### config.mk
export PLATFORM = sky130hd
export DESIGN_NAME = mac_operand_packer_flat
export DESIGN_NICKNAME = d
export VERILOG_FILES = /design/src/rtl/mac_pkg.sv /design/src/rtl/mac_operand_packer_if.sv /design/src/rtl/mac_operand_packer.sv /design/src/flat_wrapper.sv
export SDC_FILE = /design/constraint.sdc
export NUM_CORES = 1
export LEC_CHECK = 0
export BUFFER_PORTS_ARGS = -buffer_cell sky130_fd_sc_hd__buf_2
export CAP_MARGIN = 20
export CORE_MARGIN = 5
export CORE_UTILIZATION = 56
export DETAILED_ROUTE_END_ITERATION = 12
export GPL_ROUTABILITY_DRIVEN = 0
export PLACE_DENSITY = 0.85
export SETUP_SLACK_MARGIN = 0.5
export SLEW_MARGIN = 20
export SYNTH_ARGS = -nofsm -noshare
export SYNTH_HDL_FRONTEND = slang
export SYNTH_SLANG_ARGS = --single-unit
export TNS_END_PERCENT = 1
### constraint.sdc
create_clock -name clk -period 24 [get_ports clk]
set_clock_uncertainty 0.05 [all_clocks]
set_input_delay 2.4 -clock clk [delete_from_list [all_inputs] [get_ports clk]]
set_output_delay 2.4 -clock clk [all_outputs]
set_load 0.02 [all_outputs]
### src/rtl/mac_pkg.sv
// Shared definitions for the 8-lane dot-product MAC and its operand packer.
package mac_pkg;

    localparam int MAC_LANES  = 8;
    localparam int MAC_OPW    = 16;
    localparam int MAC_RESW   = 24;

    // Packer-side widths
    localparam int PACK_CNTW  = 16;
    localparam int PACK_LANEW = 4;
    localparam int PACK_IDXW  = (MAC_LANES > 1) ? $clog2(MAC_LANES) : 1;

    typedef enum logic {
        FILL = 1'b0,
        HOLD = 1'b1
    } pack_state_t;

endpackage

### src/rtl/mac_operand_packer_if.sv
// Operand stream in, packed vector stream out, plus the hand-off counter.
interface mac_operand_packer_if;
    import mac_pkg::*;

    logic                           in_valid;
    logic                           in_ready;
    logic [MAC_OPW-1:0]             in_a;
    logic [MAC_OPW-1:0]             in_b;
    logic                           in_last;
    logic                           out_valid;
    logic                           out_ready;
    logic [MAC_LANES*MAC_OPW-1:0]   a_out;
    logic [MAC_LANES*MAC_OPW-1:0]   b_out;
    logic [PACK_LANEW-1:0]          out_lanes;
    logic [PACK_CNTW-1:0]           vec_count;

    // Source of operands and sink of packed vectors
    modport master (
        output in_valid, in_a, in_b, in_last, out_ready,
        input  in_ready, out_valid, a_out, b_out, out_lanes, vec_count
    );

    // The packer itself
    modport slave (
        input  in_valid, in_a, in_b, in_last, out_ready,
        output in_ready, out_valid, a_out, b_out, out_lanes, vec_count
    );

endinterface

### src/rtl/mac_operand_packer.sv
// Collects operand pairs one per accept into lane registers and presents the
// completed (or in_last-closed) vector to the MAC. Unwritten lanes stay zero.
module mac_operand_packer
    import mac_pkg::*;
(
    input  logic                 clk,
    input  logic                 rst,
    mac_operand_packer_if.slave  bus
);

    localparam int LANES = MAC_LANES;
    localparam int OPW   = MAC_OPW;
    localparam int CNTW  = PACK_CNTW;
    localparam int LANEW = PACK_LANEW;
    localparam int IDXW  = PACK_IDXW;

    pack_state_t         state_reg, state_next;
    logic [IDXW-1:0]     idx_reg, idx_next;
    logic [LANEW-1:0]    out_lanes_reg, out_lanes_next;
    logic [CNTW-1:0]     vec_count_reg;

    logic                accept;
    logic                handoff;
    logic                closing;

    // In HOLD the packer can only take a new pair if the held vector leaves
    // in the same cycle; lane 0 is free by then.
    assign bus.in_ready = (state_reg == FILL) ? 1'b1 : bus.out_ready;
    assign accept       = bus.in_valid && bus.in_ready;
    assign handoff      = (state_reg == HOLD) && bus.out_ready;
    assign closing      = (idx_reg == IDXW'(LANES - 1)) || bus.in_last;

    assign bus.out_valid = (state_reg == HOLD);
    assign bus.out_lanes = out_lanes_reg;
    assign bus.vec_count = vec_count_reg;

    // State, lane index and populated-lane count registers
    always_ff @(posedge clk or posedge rst) begin
        if (rst) begin
            state_reg     <= FILL;
            idx_reg       <= '0;
            out_lanes_reg <= '0;
        end else begin
            state_reg     <= state_next;
            idx_reg       <= idx_next;
            out_lanes_reg <= out_lanes_next;
        end
    end

    // Next-state logic for fill/hold sequencing
    always_comb begin
        state_next     = state_reg;
        idx_next       = idx_reg;
        out_lanes_next = out_lanes_reg;
        case (state_reg)
            FILL: begin
                if (accept) begin
                    if (closing) begin
                        state_next     = HOLD;
                        out_lanes_next = LANEW'(idx_reg) + LANEW'(1);
                        idx_next       = '0;
                    end else begin
                        idx_next       = idx_reg + IDXW'(1);
                    end
                end
            end
            HOLD: begin
                if (handoff) begin
                    if (accept) begin
                        // New pair lands in lane 0 of the next vector
                        idx_next = (LANES > 1) ? IDXW'(1) : '0;
                        if (bus.in_last || (LANES == 1)) begin
                            state_next     = HOLD;
                            out_lanes_next = LANEW'(1);
                            idx_next       = '0;
                        end else begin
                            state_next     = FILL;
                            out_lanes_next = '0;
                        end
                    end else begin
                        state_next     = FILL;
                        idx_next       = '0;
                        out_lanes_next = '0;
                    end
                end
            end
            default: begin
                state_next     = FILL;
                idx_next       = '0;
                out_lanes_next = '0;
            end
        endcase
    end

    // Hand-off counter, wraps naturally
    always_ff @(posedge clk or posedge rst) begin
        if (rst) begin
            vec_count_reg <= '0;
        end else if (handoff) begin
            vec_count_reg <= vec_count_reg + CNTW'(1);
        end
    end

    // One register pair per lane; a hand-off clears every lane except the one
    // being written by a simultaneous accept.
    genvar gi;
    generate
        for (gi = 0; gi < LANES; gi++) begin : g_lane
            logic [OPW-1:0] a_lane_reg;
            logic [OPW-1:0] b_lane_reg;
            logic           wr_en;

            assign wr_en = accept && (handoff ? (gi == 0) : (idx_reg == IDXW'(gi)));

            // Lane storage
            always_ff @(posedge clk or posedge rst) begin
                if (rst) begin
                    a_lane_reg <= '0;
                    b_lane_reg <= '0;
                end else if (wr_en) begin
                    a_lane_reg <= bus.in_a;
                    b_lane_reg <= bus.in_b;
                end else if (handoff) begin
                    a_lane_reg <= '0;
                    b_lane_reg <= '0;
                end
            end

            assign bus.a_out[gi*OPW +: OPW] = a_lane_reg;
            assign bus.b_out[gi*OPW +: OPW] = b_lane_reg;
        end
    endgenerate

endmodule

### src/flat_wrapper.sv
// flat-port wrapper written by rule: the top's interface ports become plain ports
module mac_operand_packer_flat import mac_pkg::*;
  (clk, rst, bus_in_valid, bus_in_a, bus_in_b, bus_in_last, bus_out_ready, bus_in_ready, bus_out_valid, bus_a_out, bus_b_out, bus_out_lanes, bus_vec_count);
  mac_operand_packer_if bus_i ();
  input  logic clk;
  input  logic rst;
  input wire logic [$bits(bus_i.in_valid)-1:0] bus_in_valid;
  input wire logic [$bits(bus_i.in_a)-1:0] bus_in_a;
  input wire logic [$bits(bus_i.in_b)-1:0] bus_in_b;
  input wire logic [$bits(bus_i.in_last)-1:0] bus_in_last;
  input wire logic [$bits(bus_i.out_ready)-1:0] bus_out_ready;
  output wire logic [$bits(bus_i.in_ready)-1:0] bus_in_ready;
  output wire logic [$bits(bus_i.out_valid)-1:0] bus_out_valid;
  output wire logic [$bits(bus_i.a_out)-1:0] bus_a_out;
  output wire logic [$bits(bus_i.b_out)-1:0] bus_b_out;
  output wire logic [$bits(bus_i.out_lanes)-1:0] bus_out_lanes;
  output wire logic [$bits(bus_i.vec_count)-1:0] bus_vec_count;
  assign bus_i.in_valid = bus_in_valid;
  assign bus_i.in_a = bus_in_a;
  assign bus_i.in_b = bus_in_b;
  assign bus_i.in_last = bus_in_last;
  assign bus_i.out_ready = bus_out_ready;
  assign bus_in_ready = bus_i.in_ready;
  assign bus_out_valid = bus_i.out_valid;
  assign bus_a_out = bus_i.a_out;
  assign bus_b_out = bus_i.b_out;
  assign bus_out_lanes = bus_i.out_lanes;
  assign bus_vec_count = bus_i.vec_count;
  mac_operand_packer u_core (.clk(clk), .rst(rst), .bus(bus_i));
endmodule
Yosys cells after proc, flatten, opt, wreduce, memory -nomap -nowiden
Index checks and enable logic that the tools add are counted.

Reduce and logical (&&, ||, !) cells: 22. Bitwise gates (word level): 1. Multiplexer cells: 44. Add/subtract/negate cells: 3. Eq/ne operators: 10.

Operators by type and width (number): 16-bit 2-to-1 mux (17); 1-bit 2-to-1 mux (18); 16-bit by 1-bit adder with 16-bit output, second input constant (1); 2-bit nonzero test (8); 3-bit equality test, second input constant (4); 4-bit 2-to-1 mux (3); 1-bit logical AND (10); 3-bit 2-to-1 mux (3); 4-bit case mux with 2 select lines (1); 3-bit by 2-bit equality test with 1-bit output, second input constant (2); 3-bit case mux with 2 select lines (1); 3-bit by 1-bit adder with 4-bit output, second input constant (1); 2-bit by 1-bit != test with 1-bit output, second input constant (2); 3-bit by 1-bit adder with 3-bit output, second input constant (1); 3-bit by 1-bit equality test with 1-bit output, second input constant (1); 3-bit zero test (1); 3-bit AND reduction (1); 2-bit != test, second input constant (1); 1-bit case mux with 2 select lines (1); 2-bit AND reduction (1); 1-bit logical OR (1); 1-bit NOT (1).

Register bits after elaboration: 280. Word-level logic and storage cells: 100. Input port bits: 37.

Depth between registers and ports, before layout
Depth in word-level cells: 5. Gate-level depth with buffers: 8. Gate-level depth less buffers: 6.

Worst setup path before layout
No wires, ideal clock.

Path type: input -> output. From: input bus_out_ready. To: output bus_in_ready. Data required time: 21550 ps. Cell stages on the path: 1. Path buffers: 0. Data arrival time: 2624 ps. Slack: 18926 ps. Cells stage by stage: nand2b_1.

Word-level cells in the longest chain between the ends: 1.

RTL lines: start: declaration (line flat_wrapper.sv:11) `input wire logic [$bits(bus_i.out_ready)-1:0] bus_out_ready;`; 1-bit 2-to-1 mux (line mac_operand_packer.sv:28) `assign bus.in_ready = (state_reg == FILL) ? 1'b1 : bus.out_ready;`; end: declaration (line flat_wrapper.sv:12) `output wire logic [$bits(bus_i.in_ready)-1:0] bus_in_ready;`.

Every way passes these cells.

Worst setup path after layout
Same ends and word-level chain as after synthesis.

==> flow_summary.toml <==
[synth]
ys_seq_area_frac = 0.6161
netlist_area_um2 = 11370
synthCells = 1194
synth_area_leaders = "dfrtp_1 (62%), nand2_1 (15%), o21ai_0 (6.4%)"
synth_top_area_frac = 0.6161
synth.distinct_cells = 37
synth_warnings = 0
yosysTopAreaCell = "dfrtp_1"
ys_ff_latch = 280
syn-mean-instance-area_um2 = 9.524
synth_fp_nets = 1238

[drt]
first_pass_iters = 7
vias_per_cell = 5.583
wl_met3_um = 3230
num_vias = 9665
drc = 0
dr_wl_met2_um = 16210
first_iter_violations = 664
wirelength_um = 33780
met1_length_um = 13050
wl_per_cell_um = 19.52
top_layer = "met4"
drtAntennaViolNets = 0

[global_route]
grt_first_pass_wirelength_um = 53450
grt_max_degree = 129
grt_overflow = 0
antenna_found_initial = 0
grt_pass1_vias = 9542
grt_use_total = 0.2830

[floorplan]
io_pins = 315
dieArea_um2 = 23260
fp.coreArea_um2 = 20100
die_h_um = 152.5
start_util = 0.5657
die_w_um = 152.5
rows = 52

[status]
status = "finished clean"

[critical_path]
startpoint = "bus_out_ready"
r2r_start = "u_core.bus.out_valid$_DFF_PP0_"
endpoint = "bus_in_ready"
crit_arrival_ns = 2.89
r2r_cells = 4
worstSetupStartpointType = "primary input"
worstSetupEndpointType = "output port"
cp_max_fo = 5
regToRegSetupSlack_ns = 21.33
r2r_end = "u_core.g_lane[5].a_lane_reg[14]$_DFFE_PP0P_"
crit_type = "primary input to output port"
critPathRequiredTime_ns = 21.55

[sta]
fin_setup_tns_ns = 0
period_share = 0.2223
rsz0062_at_grt = "no"
finalHoldViolCount = 0
tightest_slew_ns = 1.103
max-slew-margin-rel = 0.2645
max_freq_mhz = 187.4
finalMaxSlewViolations = 0
setup_violations = 0
finalWorstPathRequiredPeriod_ns = 5.335

[clock_network]
postCtsHoldBufs = 0
cts_resized = 0
cts_buffer_depth = 3
cts.sinks = 280
cts_tree = "built"
root_buffer = "clkbuf_16"
cts_inserted_buffers = 29
cts_htree_levels = 1
clkSlewWorstSetupHoldPaths_ns = 0.06
post_cts_buffers = 0
clock_latency_ns = 0.54

[power_and_ir_drop]
power_mw = 1.203
vdd_ir_drop_max_mv = 0.08180
power_leakage_nw = 7.469
power_density_nw_per_um2 = 86.67

[final_layout]
multi_input_area_um2 = 3759
fill_cells = 1460
area_growth_pct = 22.04
final_util = 0.6903
seq_area_um2 = 7007
drive_gt1_frac = 0.2683
finalNetCount = 1485
antennaDiodeCount = 0

[min_path]
hold_path.class = "flop to flop"

[run]
drv_cap = 0

[place]
io_buffers = 314
hpwl_um = 21700
==> cell usage in the layout, fill, tap and decap left out, types with 2 or more instances in the layout <==
cell	netlist	layout
nor2b_1	3	2
buf_16	0	2
a22o_1	32	32
clkbuf_1	11	2
bufinv_16	0	4
o21ai_0	146	146
nor3_4	2	3
xor2_1	4	4
o21ai_1	19	19
ha_1	7	7
and2_1	2	2
nor2_4	3	3
inv_1	6	5
nand2_1	468	467
buf_4	31	12
clkbuf_16	0	29
dfrtp_1	280	280
nor2_1	6	6
nand4_1	3	3
nand3_1	73	73
xnor2_1	11	11
buf_2	62	314
clkbuf_8	0	10
inv_6	0	2
clkinv_2	0	4
==> Yosys cell counts, drive strengths merged <==
cell / count
ha: 7
a32o: 1
nand2: 468
a31oi: 1
nand2b: 2
and2: 3
and4: 1
mux2i: 1
clkbuf: 17
o31ai: 1
buf: 95
nor3: 5
dfrtp: 280
a22o: 32
o21ai: 166
and3: 1
inv: 6
nand3: 73
a21oi: 1
o22ai: 1
xnor2: 11
nor2b: 3
xor2: 4
nand4: 4
o211ai: 1
nor2: 9
==> critical path, cell delays in order <==
cell and delay, ns:
buf_2 0.14, nand2b_1 0.16, buf_2 0.19
==> cells by family after synthesis <==
group           synth area share
compound gates            0.1018
xor+xnor                 0.01155
fa+ha+maj               0.007701
buf+inv                  0.05666
flops                     0.6161
mux                    0.0008802
simple gates              0.2053
==> worst min-delay path by stage <==
stage / startpoint / endpoint / slack [ns] / depth (start not counted)
after floorplan: u_core.idx_reg[1]$_DFFE_PP0P_ / u_core.idx_reg[1]$_DFFE_PP0P_ / 0.45 / 2
after global routing: u_core.g_lane[3].b_lane_reg[12]$_DFFE_PP0P_ / u_core.g_lane[3].b_lane_reg[12]$_DFFE_PP0P_ / 0.46 / 2
after global placement: u_core.bus.vec_count[15]$_DFFE_PP0P_ / u_core.bus.vec_count[15]$_DFFE_PP0P_ / 0.41 / 1
final: u_core.g_lane[7].b_lane_reg[15]$_DFFE_PP0P_ / u_core.g_lane[7].b_lane_reg[15]$_DFFE_PP0P_ / 0.44 / 2
after detailed placement: u_core.bus.vec_count[15]$_DFFE_PP0P_ / u_core.bus.vec_count[15]$_DFFE_PP0P_ / 0.41 / 1
after CTS: u_core.bus.vec_count[15]$_DFFE_PP0P_ / u_core.bus.vec_count[15]$_DFFE_PP0P_ / 0.44 / 1
==> area by class of cell <==
type | count | area share
multi-input combinational | 796 | 0.2708
inverter | 6 | 0.002164
tap | 270 | 0.02434
clock buffer | 41 | 0.06275
timing repair buffer | 328 | 0.1237
clock inverter | 10 | 0.01136
sequential | 280 | 0.5049
==> power breakdown <==
part           internal, mW  switching [mW]
clock network         0.294           0.183
logic                0.0562           0.131
registers             0.512          0.0269
total                 0.862           0.341
==> stage by stage <==
stage,instance area (µm²),cells,hold slack [ns],worst slack [ns]
floorplan,11370,1194,0.4501,13.83
global placement,12790,1678,0.4077,18.67
detailed placement,12790,1678,0.4106,18.67
CTS,13820,1729,0.4423,18.67
global route,13880,1731,0.4599,18.64
finish,13880,1731,0.4421,18.66
==> layer usage <==
layer	GRT usage	up-vias
li1	-	4349
met1	0.3751	4671
met2	0.4630	550
met3	0.06845	95
met4	0.09843	0
met5	0	-
Note: power is estimated with default switching activity, not from simulation.
